**config.mk**
```make
export PLATFORM = sky130hd
export DESIGN_NAME = bus_fabric
export DESIGN_NICKNAME = d
export VERILOG_FILES = /design/src/rtl/bus_pkg.sv /design/src/rtl/rr_arbiter.sv /design/src/rtl/bus_fabric.sv
export SDC_FILE = /design/constraint.sdc
export NUM_CORES = 2
export LEC_CHECK = 0
export CAP_MARGIN = 10
export CORE_MARGIN = 2
export CORE_UTILIZATION = 60
export CTS_CLUSTER_SIZE = 28
export DETAILED_ROUTE_END_ITERATION = 12
export GPL_TIMING_DRIVEN = 0
export PLACE_DENSITY = 0.77
export SLEW_MARGIN = 20
export SYNTH_ARGS = -nofsm -noshare
export SYNTH_HDL_FRONTEND = slang
export SYNTH_SLANG_ARGS = --single-unit
```
**constraint.sdc**
```tcl
create_clock -name clk -period 20.6 [get_ports clk]
set_input_delay 4.12 -clock clk [delete_from_list [all_inputs] [get_ports clk]]
set_output_delay 4.12 -clock clk [all_outputs]
set_load 0.005 [all_outputs]
```
**src/rtl/bus_pkg.sv**
```systemverilog
// Shared types and default sizing for the register bus fabric.
package bus_pkg;

   localparam int DEF_NUM_MASTERS = 2;
   localparam int DEF_DATA_W      = 32;
   localparam int DEF_ADDR_W      = 5;

   typedef enum logic [1:0] {
      S_IDLE   = 2'd0,
      S_ACCESS = 2'd1,
      S_EXEC   = 2'd2,
      S_RESP   = 2'd3
   } state_t;

   typedef enum logic [1:0] {
      OP_READ  = 2'd0,
      OP_WRITE = 2'd1,
      OP_EXEC  = 2'd2
   } op_t;

   // Multiply takes priority over write; neither flag means read.
   function automatic op_t decode_op(input logic exec, input logic write);
      if (exec)
         return OP_EXEC;
      else if (write)
         return OP_WRITE;
      return OP_READ;
   endfunction

endpackage

```
**src/rtl/rr_arbiter.sv**
```systemverilog
// Round-robin arbiter: the search starts one past the last granted master.
module rr_arbiter
   import bus_pkg::*;
#(
   parameter int NUM_MASTERS = DEF_NUM_MASTERS
) (
   input  logic                   clk,
   input  logic                   rst,
   input  logic [NUM_MASTERS-1:0] req,
   input  logic                   advance,
   output logic [NUM_MASTERS-1:0] grant
);

   localparam int IDX_W = (NUM_MASTERS > 1) ? $clog2(NUM_MASTERS) : 1;

   logic [IDX_W-1:0] r_last;
   logic [IDX_W-1:0] w_pos;
   logic [IDX_W-1:0] w_grant_idx;
   logic             w_found;
   int               w_idx;

   always_comb begin
      grant   = '0;
      w_found = 1'b0;
      w_idx   = 0;
      w_pos   = '0;
      for (int i = 0; i < NUM_MASTERS; i++) begin
         w_idx = int'(r_last) + 1 + i;
         if (w_idx >= NUM_MASTERS)
            w_idx = w_idx - NUM_MASTERS;
         w_pos = IDX_W'(w_idx);
         if (req[w_pos] && !w_found) begin
            grant[w_pos] = 1'b1;
            w_found      = 1'b1;
         end
      end
   end

   always_comb begin
      w_grant_idx = '0;
      for (int i = 0; i < NUM_MASTERS; i++)
         if (grant[i])
            w_grant_idx = IDX_W'(i);
   end

   // Reset to the highest index so master 0 is searched first.
   always_ff @(posedge clk) begin
      if (rst)
         r_last <= IDX_W'(NUM_MASTERS - 1);
      else if (advance && w_found)
         r_last <= w_grant_idx;
   end

endmodule

```
**src/rtl/bus_fabric.sv**
```systemverilog
// Multi-master register file with read/write and a two-operand multiply op.
//
//   state    | meaning
//   S_IDLE   | waiting for any m_valid; captures winner's request
//   S_ACCESS | register read/write, or operand fetch for exec
//   S_EXEC   | multiply and write product to target register
//   S_RESP   | one-cycle m_ready pulse to the granted master
module bus_fabric
   import bus_pkg::*;
#(
   parameter int NUM_MASTERS = DEF_NUM_MASTERS,
   parameter int DATA_W      = DEF_DATA_W,
   parameter int ADDR_W      = DEF_ADDR_W
) (
   input  logic                                clk,
   input  logic                                rst,
   input  logic [NUM_MASTERS-1:0]              m_valid,
   input  logic [NUM_MASTERS-1:0]              m_write,
   input  logic [NUM_MASTERS-1:0]              m_exec,
   input  logic [NUM_MASTERS-1:0][ADDR_W-1:0]  m_addr,
   input  logic [NUM_MASTERS-1:0][DATA_W-1:0]  m_wdata,
   output logic [NUM_MASTERS-1:0]              m_ready,
   output logic [DATA_W-1:0]                   result_data,
   output logic [NUM_MASTERS-1:0]              grant,
   output logic                                busy
);

   localparam int DEPTH = 2 ** ADDR_W;
   localparam int IDX_W = (NUM_MASTERS > 1) ? $clog2(NUM_MASTERS) : 1;

   state_t                  r_state;
   state_t                  w_next_state;
   op_t                     r_op;
   logic [ADDR_W-1:0]       r_addr;
   logic [DATA_W-1:0]       r_wdata;
   logic [DATA_W-1:0]       r_op_a;
   logic [DATA_W-1:0]       r_op_b;
   logic [DATA_W-1:0]       r_result;
   logic [DATA_W-1:0]       w_prod;
   logic [NUM_MASTERS-1:0]  r_grant;
   logic [NUM_MASTERS-1:0]  w_arb_grant;
   logic [IDX_W-1:0]        w_sel_idx;
   logic                    w_capture;
   logic [DATA_W-1:0]       r_regs [DEPTH];

   assign w_capture = (r_state == S_IDLE) && (|m_valid);
   assign w_prod    = r_op_a * r_op_b;

   rr_arbiter #(
      .NUM_MASTERS (NUM_MASTERS)
   ) u_arb (
      .clk     (clk),
      .rst     (rst),
      .req     (m_valid),
      .advance (w_capture),
      .grant   (w_arb_grant)
   );

   always_comb begin
      w_sel_idx = '0;
      for (int i = 0; i < NUM_MASTERS; i++)
         if (w_arb_grant[i])
            w_sel_idx = IDX_W'(i);
   end

   always_ff @(posedge clk) begin
      if (rst)
         r_state <= S_IDLE;
      else
         r_state <= w_next_state;
   end

   always_comb begin
      w_next_state = r_state;
      case (r_state)
         S_IDLE:   if (w_capture) w_next_state = S_ACCESS;
         S_ACCESS: w_next_state = (r_op == OP_EXEC) ? S_EXEC : S_RESP;
         S_EXEC:   w_next_state = S_RESP;
         S_RESP:   w_next_state = S_IDLE;
         default:  w_next_state = S_IDLE;
      endcase
   end

   always_comb begin
      busy    = (r_state != S_IDLE);
      m_ready = (r_state == S_RESP) ? r_grant : '0;
   end

   // Operands are latched in ACCESS, so an exec whose target is also an
   // operand multiplies the pre-write value.
   always_ff @(posedge clk) begin
      if (rst) begin
         r_grant  <= '0;
         r_op     <= OP_READ;
         r_addr   <= '0;
         r_wdata  <= '0;
         r_op_a   <= '0;
         r_op_b   <= '0;
         r_result <= '0;
         for (int i = 0; i < DEPTH; i++)
            r_regs[i] <= '0;
      end else begin
         case (r_state)
            S_IDLE: begin
               if (w_capture) begin
                  r_grant <= w_arb_grant;
                  r_op    <= decode_op(m_exec[w_sel_idx], m_write[w_sel_idx]);
                  r_addr  <= m_addr[w_sel_idx];
                  r_wdata <= m_wdata[w_sel_idx];
               end
            end
            S_ACCESS: begin
               case (r_op)
                  OP_WRITE: begin
                     r_regs[r_addr] <= r_wdata;
                     r_result       <= r_wdata;
                  end
                  OP_EXEC: begin
                     r_op_a <= r_regs[r_wdata[ADDR_W-1:0]];
                     r_op_b <= r_regs[r_wdata[2*ADDR_W-1:ADDR_W]];
                  end
                  default: r_result <= r_regs[r_addr];
               endcase
            end
            S_EXEC: begin
               r_regs[r_addr] <= w_prod;
               r_result       <= w_prod;
            end
            S_RESP:  r_grant <= '0;
            default: r_grant <= '0;
         endcase
      end
   end

   assign result_data = r_result;
   assign grant       = r_grant;

endmodule

```
== Word level (Yosys, flattened, before mapping) ==
Memory sizes are Yosys's and may differ from the RTL's. A register that Yosys moved wholly into a read port is not among the register bits.
Index checks and enable logic that the tools add are counted.

* Add/sub/neg operators: 4
* Multipliers: 1
* Order comparisons: 7
* Equality and inequality tests: 7
* Mux-type cells: 54
* Bitwise gates (word level): 2
* Reduce and logical (&&, ||, !) cells: 16

{| class="wikitable"
|+ Operators with widths
! cell !! number
|-
| $mux 32 || 4
|-
| $pmux 32 s2 || 2
|-
| $ge 32x3->1 const B || 1
|-
| $mul 32x32->32 || 1
|-
| $reduce_or 32->1 || 1
|-
| $mux 1 || 31
|-
| $mux 5 || 5
|-
| $mux 2 || 8
|-
| $pmux 2 s4 || 1
|-
| $reduce_and 2->1 || 4
|-
| $eq 2x2->1 const B || 3
|-
| $lt 1x2->1 const B || 3
|-
| $reduce_bool 2->1 || 3
|-
| $logic_and 1x1->1 || 5
|-
| $eq 2x1->1 const B || 2
|-
| $pmux 2 s2 || 1
|-
| $add 2x1->3 const B || 1
|-
| $add 1x1->2 const B || 1
|-
| $demux 1 s1 || 2
|-
| $ge 1x1->1 const B || 2
|-
| $ge 2x2->1 const B || 1
|-
| $logic_not 2->1 || 1
|-
| $ne 2x1->1 const B || 1
|-
| $ne 2x2->1 const B || 1
|-
| 5 further kinds || 6
|}

* Bits in registers: 76
* Memory bits (writable): 1024
* Input bits: 82
* Output and inout port bits: 37
* Logic and storage cells: 99
* Memories: 1

{| class="wikitable"
|+ Memory list
! name !! depth !! bits a word !! read ports !! clocked after memory_dff !! write ports !! line !! text
|-
| r_regs || 32 || 32 || 3 || 3 || 32 || bus_fabric.sv:44 || <nowiki>logic [DATA_W-1:0] r_regs [DEPTH];</nowiki>
|}

== Longest topological paths before layout ==
* Word-level depth: 19
* Depth in mapped cells: 29
* Depth with buffers taken out: 26

== Hierarchy ==
From an unflattened synthesis, not the netlist that was laid out.

* Cells, all modules: 6090
* Area total of the unflattened synthesis: 81503.2 µm²

{| class="wikitable"
|+ Modules (own cells, without submodules)
! module !! times used !! cells an instance !! area an instance (µm²)
|-
| bus_fabric || 1 || 6082 || 81434.4
|-
| rr_arbiter || 1 || 8 || 68.8
|}

== Worst setup path before layout ==
OpenSTA, ideal clock, no wires.

* Path type: reg2reg
* From: register r_op_b[5] (read register of r_regs)
* To: memory r_regs[0][29] in the netlist's numbering, data pin
* Setup time: 0.266 ns
* Data arrival time: 6.992 ns
* Required time: 20.334 ns
* Path slack: 13.342 ns
* Stages on the path, launching flop included: 28
* Clock period less this slack: 7.258 ns
* Cells stage by stage: dfxtp_1 -> clkbuf_2 -> clkbuf_1 -> and2_1 -> fa_1 -> fa_1 -> fa_1 -> inv_1 -> fa_1 -> inv_1 -> fa_1 -> inv_1 -> fa_1 -> inv_1 -> fa_1 -> fa_1 -> ha_1 -> and2_1 -> a221o_1 -> a22oi_1 -> o21ai_2 -> a31o_1 -> a21oi_2 -> o21ai_2 -> xnor2_2 -> mux2i_4 -> buf_6 -> nor2_1

{| class="wikitable"
|+ RTL lines
! item !! line !! text
|-
| start, declared || bus_fabric.sv:37 || <nowiki>logic [DATA_W-1:0] r_op_b;</nowiki>
|-
| end, declared || bus_fabric.sv:44 ||
|}

==> impl_metrics.env <==
export IMPL_outcome="complete, no violations"
export IMPL_area_growth_pct=11.6
export IMPL_dieWidth_um=372
export IMPL_yosysTopAreaCell="edfxtp_1"
export IMPL_dieArea_sq_um=139000
export IMPL_post_cts_buffers=0
export IMPL_critical_path_slowest_cell="mux2i_2"
export IMPL_placed_area_sq_um=86300
export IMPL_worstMarginPinSlew_ps=1430
export IMPL_ctsHoldBuffers=0
export IMPL_cts_inserted_buffers=132
export IMPL_avgSynthCellArea_sq_um=13.4
export IMPL_initial_utilization_pct=60.3
export IMPL_cts_tree="yes"
export IMPL_start_kind="flip-flop"
export IMPL_slew_headroom_pct=2.03
export IMPL_clock_sinks=1169
export IMPL_path_common_cell="fa_1"
export IMPL_drtPass1Iterations=8
export IMPL_critical_path_class="flip-flop to flip-flop"
export IMPL_fin_area_sq_um=90900
export IMPL_synth_top_flop_cell="edfxtp_1"
export IMPL_clock_latency_ps=830
export IMPL_setup_viol=0
export IMPL_layout_commonest_cell="nor2_1"
export IMPL_dp_hpwl_um=277000
export IMPL_fin_setup_tns_ps=0
export IMPL_antenna_found_initial=44
export IMPL_wirelength_um=387000
export IMPL_yosysSeqAreaShare_pct=41.3
export IMPL_io_buffer_count=118
export IMPL_maxCapViolations=0
export IMPL_hold_viol_final=0
export IMPL_power_density_nw_per_um2=129
export IMPL_drive_gt1_share_pct=24.1
export IMPL_postRouteAntennaNets=0
export IMPL_async_flop_share_pct=0
export IMPL_cts_root_buffer_cell="clkbuf_16"
export IMPL_pwr_share_clk_pct=20.5
export IMPL_fillers=9733
export IMPL_cts_max_level=4
export IMPL_setup_ws_ps=10790
export IMPL_worstPathCellList="clkbuf_1 -> clkbuf_1 -> nand2_1 -> fa_1 -> inv_1 -> fa_1 -> inv_1 -> fa_1 -> fa_1 -> fa_1 -> inv_1 -> fa_1 -> fa_1 -> fa_1 -> ha_1 -> and3_1 -> and3_1 -> o21ai_1 -> a31oi_1 -> xor2_1 -> mux2i_2 -> buf_2 -> nor2_1"
export IMPL_cts_resized_gates=0
export IMPL_reg2reg_from="r_op_a[4]$_SDFFE_PP0P_"
export IMPL_period_needed_ps=9810
export IMPL_critPathRequiredTime_ps=21110
export IMPL_synth_top_cell_area_share_pct=37.8
export IMPL_critical_path_startpoint="r_op_a[4]$_SDFFE_PP0P_"
export IMPL_grt_max_degree=30
export IMPL_endpoint_kind="flip-flop"
export IMPL_grt_pass1_wl_um=512000
export IMPL_final_cell_mix="nor2_1, edfxtp_1, mux4_2, fa_1, inv_1"
export IMPL_reg2reg_slack_ps=10790
export IMPL_cts_buffer_depth=3
export IMPL_p_sw_mw=5.54
export IMPL_yosys_warnings=0
export IMPL_fp_row_count=135
export IMPL_pre_cts_slack_ps=11210
export IMPL_syn_nets=6672
export IMPL_arrival_ps=10330
export IMPL_syn_area_sq_um=81400
export IMPL_nets=6977
export IMPL_grt_pass1_vias=62200
export IMPL_seqPwrFrac_pct=25.0
export IMPL_vias=64600
export IMPL_drv_slew=0
export IMPL_path_clk_slew_ps=60
export IMPL_p_leak_nw=32.4
export IMPL_synth_edff_count=1024
export IMPL_finalCritPeriodShare_pct=47.6
export IMPL_synth_cell_types=63
export IMPL_syn_inst=6054
export IMPL_fin_worst_skew_ps=50.6
export IMPL_avgViaCountPerCell=7.79
export IMPL_critPathMaxFanout=10
export IMPL_regArea_sq_um=33700
export IMPL_fmax_mhz=102
export IMPL_grt_remaining_overflow=0
export IMPL_ys_seq_elements=1169
export IMPL_hold_class="flip-flop to flip-flop"
export IMPL_die_h_um=372
export IMPL_combPwrFrac_pct=54.6
export IMPL_initialDrtViolationCount=12200
export IMPL_drc_errors=0
export IMPL_wl_per_cell_um=46.6
export IMPL_min_from="result_data[16]$_SDFFE_PP0P_"
export IMPL_critical_path_max_stage_delay_ps=1050
export IMPL_globalplace_congestion=1.09
export IMPL_ir_worst_vdd_mv=0.0980
export IMPL_rsz0062_at_grt="false"
export IMPL_internal_power_mw=6.16
export IMPL_sw_frac_of_total_pct=47.4
export IMPL_synthTopCellsByArea="edfxtp_1, mux4_2, fa_1"
export IMPL_multi_input_area_sq_um=44300
export IMPL_ios=119
export IMPL_core_sq_um=135000
export IMPL_grt_usage_pct=56.6
[power by group through the flow]
stage	sequential [mW]	combinational, mW	clock, mW
floorplan	2.88	3.13	0
global placement	2.95	5.65	0
detailed placement	2.95	5.78	0
CTS	2.91	5.80	2.35
global route	2.93	6.16	2.44
finish	2.92	6.39	2.39
[synthesized netlist by cell type (all sizes together) (3+ instances only)]
master,instances
o21bai,3
nand3,5
o21a,3
a21o,8
a211oi,145
a31oi,5
a211o,3
buf,169
or2,4
inv,385
nor3,30
fa,408
a21boi,3
nand2,277
nor3b,4
mux2i,161
nor2,1220
dfxtp,145
mux4,960
xnor2,64
clkbuf,418
and3,7
o211ai,3
o21ai,30
ha,128
edfxtp,1024
and2,313
a21oi,49
nand2b,36
xor2,20
[registers in the layout, indices dropped and copies added, names as in the netlist, named ones only]
register      cells
r_op_b           32
u_arb.r_last      1
r_op_a           32
r_addr            5
r_wdata          32
grant             2
r_state           2
r_op              2
r_regs         1024
result_data      32
[cells by family after synthesis]
| logic type | count (synthesis) | synth area share (%) |
|---|---|---|
| and+or+nand+nor | 1904 | 10.1 |
| DFF | 1169 | 41.3 |
| muxes | 1121 | 28.6 |
| buffers and inverters | 973 | 4.81 |
| adders and majority gates | 536 | 12.0 |
| AOI/OAI and AO/OA | 266 | 2.26 |
| xor gates and xnor gates | 85 | 0.950 |
[cell type report]
type	count	share of cell area, %
Antenna cell	45	0.124
Timing Repair Buffer	171	2.49
Buffer	587	2.86
Multi-Input combinational cell	3912	48.7
Tap cell	1781	2.45
Clock inverter	78	0.884
Sequential cell	1169	37.0
Inverter	386	1.59
Clock buffer	161	3.86
[path summary, 6_finish.rpt]
check | end | depth (start not counted)
worst max-delay path | r_regs[15][28]$_SDFFCE_PN0P_ | 23
worst min-delay path | result_data[16]$_SDFFE_PP0P_ | 2
worst max register to register | r_regs[15][28]$_SDFFCE_PN0P_ | 23
worst min register to register | result_data[16]$_SDFFE_PP0P_ | 2
[metrics by stage]
step | util (%) | std cells | hold WS [ps] | power [mW]
2_1_floorplan | - | 6054 | 478 | 6.01
3_3_place_gp | 62.8 | 7953 | 481 | 8.60
3_5_place_dp | 63.9 | 8003 | 482 | 8.73
4_1_cts | 67.1 | 8242 | 497 | 11.1
5_1_grt | 67.2 | 8251 | 513 | 11.5
6_report | 67.3 | 8290 | 497 | 11.7
[critical path, delay by kind of cell, from the launching register on]
| family | cells | cell delay, ps |
|---|---|---|
| and+or+nand+nor | 4 | 630 |
| AOI/OAI and AO/OA | 2 | 300 |
| adders and majority gates | 9 | 4570 |
| muxes | 1 | 1050 |
| xor gates and xnor gates | 1 | 220 |
| DFF | 1 | 320 |
| buffers and inverters | 6 | 2430 |
[metal layers]
metal	global-route usage [%]	routed length, um	vias to the layer above
met5	3.32	1160	-
met4	55.3	49000	45
met3	33.0	68500	2405
met2	77.0	159000	7505
met1	59.9	109000	31800
li1	-	-	22800
No activity file was read; power rests on OpenSTA's default activity.
